===== config.mk =====
export PLATFORM = sky130hd
export DESIGN_NAME = gsim_matvec_flat
export DESIGN_NICKNAME = d
export VERILOG_FILES = /design/src/rtl/gsim_matvec_if.sv /design/src/rtl/gsim_matvec.sv /design/src/flat_wrapper.sv
export SDC_FILE = /design/constraint.sdc
export NUM_CORES = 2
export LEC_CHECK = 0
export BUFFER_PORTS_ARGS = -buffer_cell sky130_fd_sc_hd__buf_2
export CORE_ASPECT_RATIO = 0.7
export CORE_MARGIN = 3
export CORE_UTILIZATION = 60
export CTS_CLUSTER_DIAMETER = 100
export CTS_CLUSTER_SIZE = 10
export DETAILED_ROUTE_END_ITERATION = 12
export PLACE_DENSITY = 0.83
export SLEW_MARGIN = 30
export SYNTH_ARGS = -nofsm -noshare
export SYNTH_HDL_FRONTEND = slang
export SYNTH_SLANG_ARGS = --single-unit

===== constraint.sdc =====
create_clock -name clk -period 15.5 [get_ports clk]
set_clock_uncertainty 0.15 [all_clocks]
set_input_delay 3.1 -clock clk [delete_from_list [all_inputs] [get_ports clk]]
set_output_delay 3.1 -clock clk [all_outputs]
set_load 0.01 [all_outputs]

===== src/rtl/gsim_matvec_if.sv =====
// Stream interface for gsim_matvec: x-vector load port and b-vector output port.
interface gsim_matvec_if #(
    parameter int XW = 32
);
    logic          in_en;
    logic [XW-1:0] x_in;
    logic          in_ready;
    logic          out_ready;
    logic          out_valid;
    logic [XW-1:0] b_out;
    logic          out_last;

    modport master (
        output in_en, x_in, out_ready,
        input  in_ready, out_valid, b_out, out_last
    );

    modport slave (
        input  in_en, x_in, out_ready,
        output in_ready, out_valid, b_out, out_last
    );
endinterface


===== src/rtl/gsim_matvec.sv =====
// b = A*x for the fixed 16x16 banded GSIM matrix, streamed out with backpressure.
// Optional GSIM_MATVEC_SAT_EN clamps the Q16.16 result instead of wrapping; N must be a power of two.
module gsim_matvec #(
    parameter int N    = 16,
    parameter int XW   = 32,
    parameter int ACCW = 39
) (
    input  logic          clk,
    input  logic          reset,
    gsim_matvec_if.slave  bus
);
    localparam int IW = $clog2(N);

    typedef enum logic [1:0] {S_LOAD, S_CALC, S_OUT} state_t;

    state_t          r_state;
    logic [IW-1:0]   r_load_cnt;
    logic [IW-1:0]   r_out_cnt;
    logic [XW-1:0]   r_x [N];
    logic [XW-1:0]   r_b_out;
    logic            r_out_valid;
    logic            r_out_last;
    logic            r_in_ready;

    logic [IW-1:0]         w_row_idx;
    logic [IW+1:0]         w_pos;
    logic signed [ACCW-1:0] w_nb [7];
    logic signed [ACCW-1:0] w_s1, w_s2, w_s3, w_acc;
    logic [XW-1:0]         w_b;

    assign bus.in_ready  = r_in_ready;
    assign bus.out_valid = r_out_valid;
    assign bus.b_out     = r_b_out;
    assign bus.out_last  = r_out_last;

    // Row being computed: row 0 in CALC, next row while presenting the current one in OUT.
    assign w_row_idx = (r_state == S_OUT) ? r_out_cnt + IW'(1) : '0;

    // NOTE: every always_comb output gets a default before any condition, so no latch is inferred.
    always_comb begin
        w_pos = '0;
        for (int j = 0; j < 7; j++) begin
            w_pos    = {2'b00, w_row_idx} + (IW+2)'(j) - (IW+2)'(3);
            w_nb[j]  = '0;
            // Top two bits are 00 only for 0..N-1; negative or past-the-end neighbours stay zero.
            if (w_pos[IW+1:IW] == 2'b00) begin
                w_nb[j] = ACCW'($signed(r_x[w_pos[IW-1:0]]));
            end
        end
    end

    assign w_s1  = w_nb[2] + w_nb[4];
    assign w_s2  = w_nb[1] + w_nb[5];
    assign w_s3  = w_nb[0] + w_nb[6];
    assign w_acc = (w_nb[3] <<< 4) + (w_nb[3] <<< 2)
                 - ((w_s1 <<< 3) + (w_s1 <<< 2) + w_s1)
                 + ((w_s2 <<< 2) + (w_s2 <<< 1))
                 - w_s3;

`ifdef GSIM_MATVEC_SAT_EN
    always_comb begin
        w_b = w_acc[XW-1:0];
        if (!w_acc[ACCW-1] && |w_acc[ACCW-2:XW-1]) begin
            w_b = {1'b0, {(XW-1){1'b1}}};
        end else if (w_acc[ACCW-1] && !(&w_acc[ACCW-2:XW-1])) begin
            w_b = {1'b1, {(XW-1){1'b0}}};
        end
    end
`else
    assign w_b = w_acc[XW-1:0];
    logic w_unused_acc_hi;
    assign w_unused_acc_hi = ^w_acc[ACCW-1:XW];
`endif

    // NOTE: sequential state uses non-blocking assignments so every register samples pre-edge values.
    always_ff @(posedge clk or negedge reset) begin
        if (!reset) begin
            r_state     <= S_LOAD;
            r_load_cnt  <= '0;
            r_out_cnt   <= '0;
            r_b_out     <= '0;
            r_out_valid <= 1'b0;
            r_out_last  <= 1'b0;
            r_in_ready  <= 1'b1;
            // NOTE: the x store is reset too, since a cleared vector is part of the defined reset state.
            for (int k = 0; k < N; k++) begin
                r_x[k] <= '0;
            end
        end else begin
            case (r_state)
                S_LOAD: begin
                    if (bus.in_en) begin
                        r_x[r_load_cnt] <= bus.x_in;
                        if (r_load_cnt == IW'(N-1)) begin
                            r_load_cnt <= '0;
                            r_in_ready <= 1'b0;
                            r_state    <= S_CALC;
                        end else begin
                            r_load_cnt <= r_load_cnt + IW'(1);
                        end
                    end
                end
                S_CALC: begin
                    r_b_out     <= w_b;
                    r_out_valid <= 1'b1;
                    r_out_last  <= 1'b0;
                    r_out_cnt   <= '0;
                    r_state     <= S_OUT;
                end
                S_OUT: begin
                    if (bus.out_ready) begin
                        if (r_out_cnt == IW'(N-1)) begin
                            r_out_valid <= 1'b0;
                            r_out_last  <= 1'b0;
                            r_out_cnt   <= '0;
                            r_in_ready  <= 1'b1;
                            r_state     <= S_LOAD;
                        end else begin
                            r_b_out    <= w_b;
                            r_out_cnt  <= w_row_idx;
                            r_out_last <= (w_row_idx == IW'(N-1));
                        end
                    end
                end
                default: begin
                    r_state <= S_LOAD;
                end
            endcase
        end
    end
endmodule


===== src/flat_wrapper.sv =====
// flat-port wrapper written by rule: the top's interface ports become plain ports
module gsim_matvec_flat 
#(
    parameter int N    = 16,
    parameter int XW   = 32,
    parameter int ACCW = 39
)
  (clk, reset, bus_in_en, bus_x_in, bus_out_ready, bus_in_ready, bus_out_valid, bus_b_out, bus_out_last);
  gsim_matvec_if #(.XW(XW)) bus_i ();
  input  logic clk;
  input  logic reset;
  input wire logic [$bits(bus_i.in_en)-1:0] bus_in_en;
  input wire logic [$bits(bus_i.x_in)-1:0] bus_x_in;
  input wire logic [$bits(bus_i.out_ready)-1:0] bus_out_ready;
  output wire logic [$bits(bus_i.in_ready)-1:0] bus_in_ready;
  output wire logic [$bits(bus_i.out_valid)-1:0] bus_out_valid;
  output wire logic [$bits(bus_i.b_out)-1:0] bus_b_out;
  output wire logic [$bits(bus_i.out_last)-1:0] bus_out_last;
  assign bus_i.in_en = bus_in_en;
  assign bus_i.x_in = bus_x_in;
  assign bus_i.out_ready = bus_out_ready;
  assign bus_in_ready = bus_i.in_ready;
  assign bus_out_valid = bus_i.out_valid;
  assign bus_b_out = bus_i.b_out;
  assign bus_out_last = bus_i.out_last;
  gsim_matvec #(.N(N), .XW(XW), .ACCW(ACCW)) u_core (.clk(clk), .reset(reset), .bus(bus_i));
endmodule

==> impl_metrics.yaml <==
die:
  die-height_um: 242
  dieWidth_um: 344
  boundaryPins: 71
  die_area_sq_um: 83300
  start_util: 0.607
  coreArea_sq_um: 78900
  rows: 86
timing:
  setup_viol: 0
  maxSlewHeadroom: 0.282
  min_period_over_period: 0.823
  finalHoldViolations: 0
  max_freq_mhz: 78.4
  finalSetupTns_ns: 0
  worst_pin_slew_ns: 1.08
  rsz0062_at_grt: "false"
  slew_viol_final: 0
  fin_crit_ns: 12.76
global_routing:
  grt_max_degree: 178
  grt_pass1_vias: 34600
  grt_first_pass_wirelength_um: 214000
  grt_overflow: 0
  grt_use_total: 0.335
  grt_antenna_before_repair: 6
yosys:
  yosysMostFrequentCell: "mux2i_1"
  ys_ff_latch: 557
  syn_inst: 4265
  ys_warn_count: 0
  async_flop_share: 1.00
  ys_top_cells_by_area: "dfrtp_1 29%, mux2i_1 19%, mux2_2 12%"
  synth_area_leader_cell: "dfrtp_1"
  syn_area_sq_um: 47900
  synth_edf_count: 0
  ys_seq_area_frac: 0.291
  synthTopCellsByCount: "922 x mux2i_1, 556 x dfrtp_1, 519 x mux2_2, 325 x inv_1, 213 x clkbuf_1"
  ys.flop_type: "dfrtp_1"
  synth_top_area_share: 0.290
  syn_nets: 4620
  syn-mean-instance-area_sq_um: 11.2
  synthDistinctLibCells: 64
final_layout:
  multiInputGateArea_sq_um: 31900
  fillCellCount: 5917
  syn2layout_area_growth_pct: 6.43
  layout.area.seq_sq_um: 13900
  fin_nets: 4508
  drive_above_1_share: 0.226
status:
  status: "complete, no violations"
cts:
  clk_latency_ns: 0.68
  cts-resized-gates: 0
  cts_sinks: 557
  cts_setup_buffers: 0
  htreeDepth: 2
  clk_pin_slew_ns: 0.07
  hold_buffers: 0
  numCtsBuffers: 61
  root_buffer: "clkbuf_16"
  cts_tree: "done"
  clock_path_buffers: 3
routing:
  wl_um: 141000
  vias: 35100
  drt_iter0_drc: 4143
  antenna_left: 0
  firstDrtPassIters: 5
  via_per_inst: 6.72
  routedWlPerCell_um: 27.0
  drcViolationCount: 0
placement:
  dp_hpwl_um: 94600
  place.gp.congestion: 1.00
  port_buffers: 70
critical_path:
  path_class: "register to register"
  r2r-end: "u_core.bus.b_out[31]"
  r2r_slack_ns: 2.74
  r2r_start: "u_core.r_state[1]"
  crit_path_max_incr_delay_ns: 0.75
  cp.required_ns: 15.91
  reg2regPathDepth: 43
  crit_path_max_fanout: 48
  cp.arrival_ns: 13.17
  start_kind: "register"
  path_common_cell: "xnor2_1"
  endpoint_kind: "register"
  cp_slowest_cell: "or3_1"
worst_hold_path:
  min_path_type: "register to register"
  min_from: "u_core.bus.b_out[22]"
  min_path_cells: 2
  hold_path_end: "u_core.bus.b_out[22]"
flow_run:
  drv_cap: 0
==> final cells by class <==
class / count / area share
multi-input combinational: 3073 / 0.626
sequential: 557 / 0.273
clock buffer: 63 / 0.0303
tap: 1056 / 0.0259
inverter: 327 / 0.0242
timing repair buffer: 133 / 0.0194
clock inverter: 3 / 0.000810
antenna: 2 / 0.0000982
==> kinds of logic after synthesis <==
family          count (synthesis)  synth area share
mux                          1616             0.397
flops                         557             0.291
fa+ha+maj                     319             0.115
xor+xnor                      112            0.0222
buf+inv                       635            0.0498
compound gates                455            0.0648
simple gates                  571            0.0602
==> critical path, delay by kind of cell (launching register included) <==
kind | cells | cell delay [ns]
compound gates | 12 | 3.10
fa+ha+maj | 7 | 2.95
xor+xnor | 10 | 2.41
buf+inv | 8 | 1.74
simple gates | 5 | 1.28
flops | 1 | 0.67
mux | 1 | 0.27
==> flip-flops by register name, summed over array words and instances, names as in the netlist <==
register and flops:
u_core.r_load_cnt 4, u_core.bus.out_last 1, u_core.r_x 512, u_core.r_state 2
u_core.bus.in_ready 1, u_core.bus.out_valid 1, u_core.bus.b_out 32, u_core.r_out_cnt 4
==> metal layers <==
| metal | vias to the layer above | track usage | share of wire |
|---|---|---|---|
| met3 | 250 | 0.106 | 0.12 |
| met1 | 17900 | 0.495 | 0.43 |
| met5 | - | 0 | 0.00015 |
| met4 | 4 | 0.0855 | 0.025 |
| met2 | 1797 | 0.476 | 0.43 |
| li1 | 15100 | - | - |
==> placed cells by master (no fill, tap or decap), types with 41 or more instances in the layout <==
cell type | Yosys | final
a211oi_1 | 164 | 164
a21o_1 | 41 | 41
a21oi_1 | 76 | 76
and2_1 | 51 | 51
buf_2 | 1 | 69
buf_4 | 0 | 51
clkbuf_16 | 0 | 61
dfrtp_1 | 556 | 556
fa_1 | 202 | 202
ha_1 | 117 | 116
inv_1 | 325 | 325
mux2_2 | 519 | 519
mux2i_1 | 922 | 921
mux4_2 | 174 | 174
nand2_1 | 188 | 187
nand3_1 | 62 | 50
nor2_1 | 54 | 48
nor2b_1 | 135 | 135
o21ai_0 | 75 | 74
xnor2_1 | 61 | 57
==> per-stage QoR <==
| stage | setup slack, ns | cell area (sq um) | cells | util | hold slack (ns) |
|---|---|---|---|---|---|
| after floorplan | 3.96 | 47900 | 4265 | - | 0.329 |
| after global placement | 2.79 | 49300 | 5143 | 0.625 | 0.306 |
| after detailed placement | 2.53 | 49300 | 5143 | 0.625 | 0.318 |
| after CTS | 2.47 | 50900 | 5209 | 0.645 | 0.330 |
| after global routing | 2.06 | 51000 | 5212 | 0.646 | 0.363 |
| final | 2.74 | 51000 | 5214 | 0.646 | 0.326 |
==> worst max path at each step <==
stage	start	endpoint	slack [ns]	cells past startpoint
6_report	u_core.r_state[1]	u_core.bus.b_out[31]	2.74	43
5_1_grt	u_core.r_state[1]	u_core.bus.b_out[31]	2.06	41
3_5_place_dp	u_core.r_state[1]	u_core.bus.b_out[31]	2.53	43
3_3_place_gp	u_core.r_state[1]	u_core.bus.b_out[31]	2.79	43
4_1_cts	u_core.r_state[1]	u_core.bus.b_out[31]	2.47	43
2_1_floorplan	u_core.r_state[1]	u_core.bus.b_out[31]	3.96	45
Power is left out: the tool's default activity adds up to more than one toggle a clock period on the data nets, which glitch-free logic cannot reach.
